===== src/rtl/neuron_config_loader_if.sv =====
// Host word stream into the neuron config loader: plain valid/ready handshake.
// The loader is the slave; host_ready is registered inside it.
interface neuron_config_loader_if #(
   parameter int FP_DATA_WIDTH = 16
);
   logic [FP_DATA_WIDTH-1:0] host_data;
   logic                     host_valid;
   logic                     host_ready;

   modport master (output host_data, output host_valid, input host_ready);
   modport slave  (input host_data, input host_valid, output host_ready);
endinterface


===== src/rtl/neuron_config_loader.sv =====
// Buffers one neuron record at a time from the host and replays it on the
// top_neurons ins bus with fixed field hold timing, then streams annealing mu words.
module neuron_config_loader #(
   parameter int                       FP_DATA_WIDTH     = 16,
   parameter int                       NUM_NEURON        = 256,
   parameter int                       NUM_ACTIVE_NEURON = 10,
   parameter int                       FIELD_HOLD        = 2,
   parameter int                       GAP_CYCLES        = 2,
   parameter int                       MU_HOLD           = 5,
   parameter logic [FP_DATA_WIDTH-1:0] SYNC_WORD         = {FP_DATA_WIDTH{1'b1}}
) (
   input  logic                            clk,
   input  logic                            reset_l,
   neuron_config_loader_if.slave           host,
   input  logic                            cfg_restart,
   output logic [FP_DATA_WIDTH-1:0]        ins,
   output logic                            load_busy,
   output logic                            load_done,
   output logic                            cfg_err,
   output logic [$clog2(NUM_NEURON)-1:0]   neuron_cnt
);

   localparam int REC_WORDS = 3 + NUM_ACTIVE_NEURON;
   localparam int PTR_W     = $clog2(REC_WORDS);
   localparam int CNT_W     = $clog2(NUM_NEURON) + 1;
   localparam int HOLD_A    = (FIELD_HOLD > MU_HOLD) ? FIELD_HOLD : MU_HOLD;
   localparam int HOLD_MAX  = (HOLD_A > NUM_ACTIVE_NEURON + GAP_CYCLES) ?
                              HOLD_A : NUM_ACTIVE_NEURON + GAP_CYCLES;
   localparam int HOLD_W    = $clog2(HOLD_MAX + 1);
   localparam logic [PTR_W-1:0] LAST_FLD = PTR_W'(REC_WORDS - 1);

   typedef enum logic [2:0] {
      ST_IDLE,
      ST_HDR_SYNC,
      ST_CAPTURE,
      ST_EMIT,
      ST_MU_STREAM
   } state_t;

   state_t                   state_reg;
   logic [FP_DATA_WIDTH-1:0] ins_reg;
   logic                     ready_reg;
   logic                     busy_reg;
   logic                     done_reg;
   logic                     err_reg;
   logic [CNT_W-2:0]         cnt_reg;
   logic [CNT_W-1:0]         n_reg;
   logic [PTR_W-1:0]         wptr_reg;
   logic [PTR_W-1:0]         fld_reg;
   logic [HOLD_W-1:0]        hold_reg;

   logic [FP_DATA_WIDTH-1:0] rec_buf [REC_WORDS];

   logic             handshake;
   logic             buf_we;
   logic [PTR_W-1:0] fld_next;
   logic [CNT_W-1:0] cnt_next;

   assign handshake = host.host_valid & ready_reg;
   assign buf_we    = (state_reg == ST_CAPTURE) && handshake && !cfg_restart;
   assign fld_next  = fld_reg + PTR_W'(1);
   assign cnt_next  = {1'b0, cnt_reg} + CNT_W'(1);

   // Remaining cycles after the first for field f: header fields hold
   // FIELD_HOLD, Q words one cycle, and the last Q word carries the gap.
   function automatic logic [HOLD_W-1:0] hold_extra(input logic [PTR_W-1:0] f);
      if (f < PTR_W'(3))
         return HOLD_W'(FIELD_HOLD - 1);
      else if (f == LAST_FLD)
         return HOLD_W'(GAP_CYCLES);
      else
         return '0;
   endfunction

   always_ff @(posedge clk) begin
      if (buf_we)
         rec_buf[wptr_reg] <= host.host_data;
   end

   always_ff @(posedge clk or negedge reset_l) begin
      if (!reset_l) begin
         state_reg <= ST_IDLE;
         ins_reg   <= '0;
         ready_reg <= 1'b0;
         busy_reg  <= 1'b0;
         done_reg  <= 1'b0;
         err_reg   <= 1'b0;
         cnt_reg   <= '0;
         n_reg     <= '0;
         wptr_reg  <= '0;
         fld_reg   <= '0;
         hold_reg  <= '0;
      end else begin
         done_reg <= 1'b0;
         if (cfg_restart) begin
            state_reg <= ST_IDLE;
            ins_reg   <= '0;
            ready_reg <= 1'b1;
            busy_reg  <= 1'b0;
            err_reg   <= 1'b0;
            cnt_reg   <= '0;
            wptr_reg  <= '0;
         end else begin
            case (state_reg)
               ST_IDLE: begin
                  ready_reg <= 1'b1;
                  if (handshake) begin
                     // Full-width compare also rejects any stray upper bits.
                     if (host.host_data > FP_DATA_WIDTH'(NUM_NEURON)) begin
                        err_reg <= 1'b1;
                     end else begin
                        ins_reg   <= host.host_data;
                        n_reg     <= host.host_data[CNT_W-1:0];
                        state_reg <= ST_HDR_SYNC;
                     end
                  end
               end

               ST_HDR_SYNC: begin
                  if (handshake) begin
                     if (host.host_data != SYNC_WORD) begin
                        err_reg   <= 1'b1;
                        ins_reg   <= '0;
                        state_reg <= ST_IDLE;
                     end else begin
                        ins_reg  <= SYNC_WORD;
                        wptr_reg <= '0;
                        cnt_reg  <= '0;
                        if (n_reg != '0) begin
                           busy_reg  <= 1'b1;
                           state_reg <= ST_CAPTURE;
                        end else begin
                           done_reg  <= 1'b1;
                           state_reg <= ST_MU_STREAM;
                        end
                     end
                  end
               end

               ST_CAPTURE: begin
                  if (handshake) begin
                     if (wptr_reg == LAST_FLD) begin
                        // Vmem (slot 0) is already stored, so playback starts
                        // on the very first EMIT cycle.
                        wptr_reg  <= '0;
                        ready_reg <= 1'b0;
                        fld_reg   <= '0;
                        hold_reg  <= hold_extra('0);
                        ins_reg   <= rec_buf[0];
                        state_reg <= ST_EMIT;
                     end else begin
                        wptr_reg <= wptr_reg + PTR_W'(1);
                     end
                  end
               end

               ST_EMIT: begin
                  if (hold_reg != '0) begin
                     hold_reg <= hold_reg - HOLD_W'(1);
                  end else if (fld_reg != LAST_FLD) begin
                     fld_reg  <= fld_next;
                     ins_reg  <= rec_buf[fld_next];
                     hold_reg <= hold_extra(fld_next);
                  end else begin
                     cnt_reg   <= cnt_next[CNT_W-2:0];
                     ready_reg <= 1'b1;
                     if (cnt_next == n_reg) begin
                        busy_reg  <= 1'b0;
                        done_reg  <= 1'b1;
                        state_reg <= ST_MU_STREAM;
                     end else begin
                        state_reg <= ST_CAPTURE;
                     end
                  end
               end

               ST_MU_STREAM: begin
                  // ready reopens on the last cycle a word is held, so the next
                  // accepted word lands exactly MU_HOLD cycles after the previous.
                  if (handshake) begin
                     ins_reg   <= host.host_data;
                     ready_reg <= 1'b0;
                     hold_reg  <= HOLD_W'(MU_HOLD - 2);
                  end else if (!ready_reg) begin
                     if (hold_reg == '0)
                        ready_reg <= 1'b1;
                     else
                        hold_reg <= hold_reg - HOLD_W'(1);
                  end
               end

               default: state_reg <= ST_IDLE;
            endcase
         end
      end
   end

   assign host.host_ready = ready_reg;
   assign ins             = ins_reg;
   assign load_busy       = busy_reg;
   assign load_done       = done_reg;
   assign cfg_err         = err_reg;
   assign neuron_cnt      = cnt_reg;

endmodule


===== src/flat_wrapper.sv =====
// flat-port wrapper written by rule: the top's interface ports become plain ports
module neuron_config_loader_flat 
#(
   parameter int                       FP_DATA_WIDTH     = 16,
   parameter int                       NUM_NEURON        = 256,
   parameter int                       NUM_ACTIVE_NEURON = 10,
   parameter int                       FIELD_HOLD        = 2,
   parameter int                       GAP_CYCLES        = 2,
   parameter int                       MU_HOLD           = 5,
   parameter logic [FP_DATA_WIDTH-1:0] SYNC_WORD         = {FP_DATA_WIDTH{1'b1}}
)
  (clk, reset_l, cfg_restart, ins, load_busy, load_done, cfg_err, neuron_cnt, host_host_data, host_host_valid, host_host_ready);
  neuron_config_loader_if #(.FP_DATA_WIDTH(FP_DATA_WIDTH)) host_i ();
  input  logic clk;
  input  logic reset_l;
  input  logic cfg_restart;
  output logic [FP_DATA_WIDTH-1:0] ins;
  output logic load_busy;
  output logic load_done;
  output logic cfg_err;
  output logic [$clog2(NUM_NEURON)-1:0] neuron_cnt;
  input wire logic [$bits(host_i.host_data)-1:0] host_host_data;
  input wire logic [$bits(host_i.host_valid)-1:0] host_host_valid;
  output wire logic [$bits(host_i.host_ready)-1:0] host_host_ready;
  assign host_i.host_data = host_host_data;
  assign host_i.host_valid = host_host_valid;
  assign host_host_ready = host_i.host_ready;
  neuron_config_loader #(.FP_DATA_WIDTH(FP_DATA_WIDTH), .NUM_NEURON(NUM_NEURON), .NUM_ACTIVE_NEURON(NUM_ACTIVE_NEURON), .FIELD_HOLD(FIELD_HOLD), .GAP_CYCLES(GAP_CYCLES), .MU_HOLD(MU_HOLD), .SYNC_WORD(SYNC_WORD)) u_core (.clk(clk), .reset_l(reset_l), .host(host_i), .cfg_restart(cfg_restart), .ins(ins), .load_busy(load_busy), .load_done(load_done), .cfg_err(cfg_err), .neuron_cnt(neuron_cnt));
endmodule

===== config.mk =====
export PLATFORM = sky130hd
export DESIGN_NAME = neuron_config_loader_flat
export DESIGN_NICKNAME = d
export VERILOG_FILES = /design/src/rtl/neuron_config_loader_if.sv /design/src/rtl/neuron_config_loader.sv /design/src/flat_wrapper.sv
export SDC_FILE = /design/constraint.sdc
export NUM_CORES = 1
export LEC_CHECK = 0
export BUFFER_PORTS_ARGS = -buffer_cell sky130_fd_sc_hd__buf_2
export CORE_MARGIN = 5
export CORE_UTILIZATION = 55
export CTS_CLUSTER_DIAMETER = 100
export CTS_CLUSTER_SIZE = 30
export DETAILED_ROUTE_END_ITERATION = 12
export HOLD_SLACK_MARGIN = 0.08
export PLACE_DENSITY = 0.72
export RECOVER_POWER = 50
export SLEW_MARGIN = 20
export SYNTH_ARGS = -nofsm -noshare
export SYNTH_HDL_FRONTEND = slang
export SYNTH_SLANG_ARGS = --single-unit

===== constraint.sdc =====
create_clock -name clk -period 4 [get_ports clk]
set_input_delay 0.8 -clock clk [delete_from_list [all_inputs] [get_ports clk]]
set_output_delay 0.8 -clock clk [all_outputs]
set_load 0.02 [all_outputs]

==> results.toml <==
[critical_path]
slowest_stage = "clkbuf_1"
startpoint_type = "input pin"
crit_chain = "clkbuf_1, nand4_1, nor4_2, nand2_1, nand2_1, a2111oi_0, o41ai_1"
critPathKind = "input pin to flip-flop"
cpPeakStageDelay_ns = 0.63
critical_path.top_delay_family = "simple AND/OR/NAND/NOR gates"
critical_path_buf_inv_count = 1
worstPathArrival_ns = 3.58
critical_path.endpoint_type = "flip-flop"
cp.required_ns = 4.37
path_max_fanout = 17
path_common_cell = "nand2_1"

[finish]
largest_reg_flops = 208
fin_util_pct = 60.8
nets = 825
stdcell_count = 1071
design_area_mm2 = 0.0123
n_antenna_cell = 0
syn2layout_area_growth_pct = 8.40
drive_gt1_share_pct = 16.9

[synth]
synth_warnings = 0
synth_edf_count = 208
synth.area.top_cells = "edfxtp_1, dfrtp_1, mux4_2"
syn_area_per_cell_um2 = 15.3
synth.most_common_cell = "edfxtp_1"
synthesis.instances = 742
ys_top_cells_by_count = "edfxtp_1, nand2_1, mux4_2, dfrtp_1, nor2_1"
synth_seq_cells = 260
synth_nets = 772
synth_area_leader_cell = "edfxtp_1"
mappedNetlistArea_mm2 = 0.0114
ys_types = 67
ys_seq_area_share_pct = 66.3
synthArstFlopShare_pct = 20.0
synth-main-ff-cell = "edfxtp_1"
yosys.area.top_type_share_pct = 54.9

[sta]
fmax_mhz = 311
setup_viol = 0
rsz0062_at_grt = "no"
relSlewSlack_pct = -32.1
fin_setup_tns_ns = 0
fin_crit_ns = 3.21
whs_ns = 0.501
tightest_slew_ns = 1.98
slew_viol_final = 37
fin_ws_ns = 0.786
fin_crit_sh_pct = 80.4
finalHoldViolCount = 0
skew_ns = 0.0273

[placed_design]
dp_cells = 1050
portBuffers = 47
place_area_mm2 = 0.0120
pre_cts_ws_ns = 0.694
dp_hpwl_um = 17000
gp_congestion = 0.911

[clock_network]
clk_latency_ns = 0.50
cts_resized = 0
cts_setup_buffers = 0
cts_hold_buf = 0
root_buffer = "clkbuf_16"
tritoncts.num_buffers = 12
clock_sinks = 260
cts_tree = "done"
clk_pin_slew_ns = 0.12
htree_levels = 1
ctsLongestPathBuffers = 3

[min_path]
hold_path_class = "flip-flop to flip-flop"

[power]
power_mw = 4.70
power_density_mw_per_mm2 = 381
peakVddDrop_uv = 326
p_leak_nw = 4.20

[global_route]
grt_pass1_vias = 6885
grt_pass1_wl_um = 40700
grt_max_degree = 50
gr-total-overflow = 0
antenna_found_initial = 0
grt_usage_pct = 22.0

[routing]
viasPerCell = 6.39
drc = 0
drtAntennaViolNets = 0
drt_first_pass_iters = 5
drt_iter0_drc = 700
routedWlPerCell_um = 24.3
routed_wl_um = 26100
vias = 6845

[floorplan]
dieArea_mm2 = 0.0237
chipWidth_um = 154
ios = 48
start_util_pct = 56.1
fp.coreArea_mm2 = 0.0203
rows = 52
dieHeight_um = 154

[run]
cap_violations = 1

[outcome]
status = "finished with violations"
violations = "capacitance limit, slew limit"
==> placed cells by master, fill, tap and decap left out, types with 8 or more instances in the layout <==
cell type / instances
nand2_1: 85
inv_1: 10
a21oi_1: 28
edfxtp_1: 208
nor3_1: 18
buf_4: 24
o21ai_0: 18
nand2b_1: 10
mux2_1: 9
ha_1: 9
clkbuf_1: 42
dfrtp_1: 51
nand3_1: 9
xor2_1: 9
clkbuf_16: 13
a2111oi_0: 11
buf_2: 16
o21ai_1: 8
mux4_2: 54
nor2_1: 51
o31ai_1: 9
==> area by class of cell <==
| type | instances | area [um2] |
|---|---|---|
| Fill cell | 1570 | 7960 |
| Timing Repair Buffer | 78 | 427 |
| Sequential cell | 260 | 7550 |
| Clock inverter | 1 | 11.3 |
| Tap cell | 270 | 338 |
| Multi-Input combinational cell | 432 | 3630 |
| Clock buffer | 19 | 348 |
| Inverter | 11 | 41.3 |
==> final timing paths <==
check                                     from                 end  slack [ns]  cells after the start
min in group asynchronous              reset_l  u_core.hold_reg[3]        0.84                      1
min                              u_core.ins[7]       u_core.ins[7]        0.50                      2
min reg2reg                      u_core.ins[7]       u_core.ins[7]        0.50                      2
max in group asynchronous              reset_l       u_core.ins[5]        1.51                      2
max reg2reg                u_core.state_reg[0]       u_core.ins[3]        1.07                      6
max                          host_host_data[1]       u_core.ins[3]        0.79                      7
==> per-layer routing <==
metal  routed length [um]  vias up  global-route usage, %
met3                 1990       50                   3.26
met5                    0        -                      0
li1                     -     3008                      -
met4                  712        0                   5.89
met2                12800      326                   36.4
met1                10600     3461                   31.0
==> cell families (layout without fill, tap and decap cells) <==
family / Yosys count / after routing / share of synthesized area, %
DFF: 260 / 260 / 66.3
muxes: 66 / 66 / 11.8
AOI/OAI and AO/OA: 122 / 122 / 8.12
and+or+nand+nor: 220 / 220 / 9.18
xor gates and xnor gates: 14 / 14 / 1.24
buffers and inverters: 50 / 109 / 2.23
adders and majority gates: 10 / 10 / 1.10
==> worst reg2reg max path, stage by stage (launching register included) <==
cell and delay [ns]:
dfrtp_1 0.73, nand2b_1 0.14, nor2_1 0.52, nand2b_1 0.53, a21oi_1 0.34, a2111oi_0 0.13, o41ai_1 0.39
==> where the power goes <==
group	leakage (nW)	internal (mW)	switching, mW
sequential	2.56	2.94	0.0227
clock	0.173	0.618	0.817
combinational	1.47	0.107	0.190
total	4.20	3.67	1.03
No activity file was read; power rests on OpenSTA's default activity.
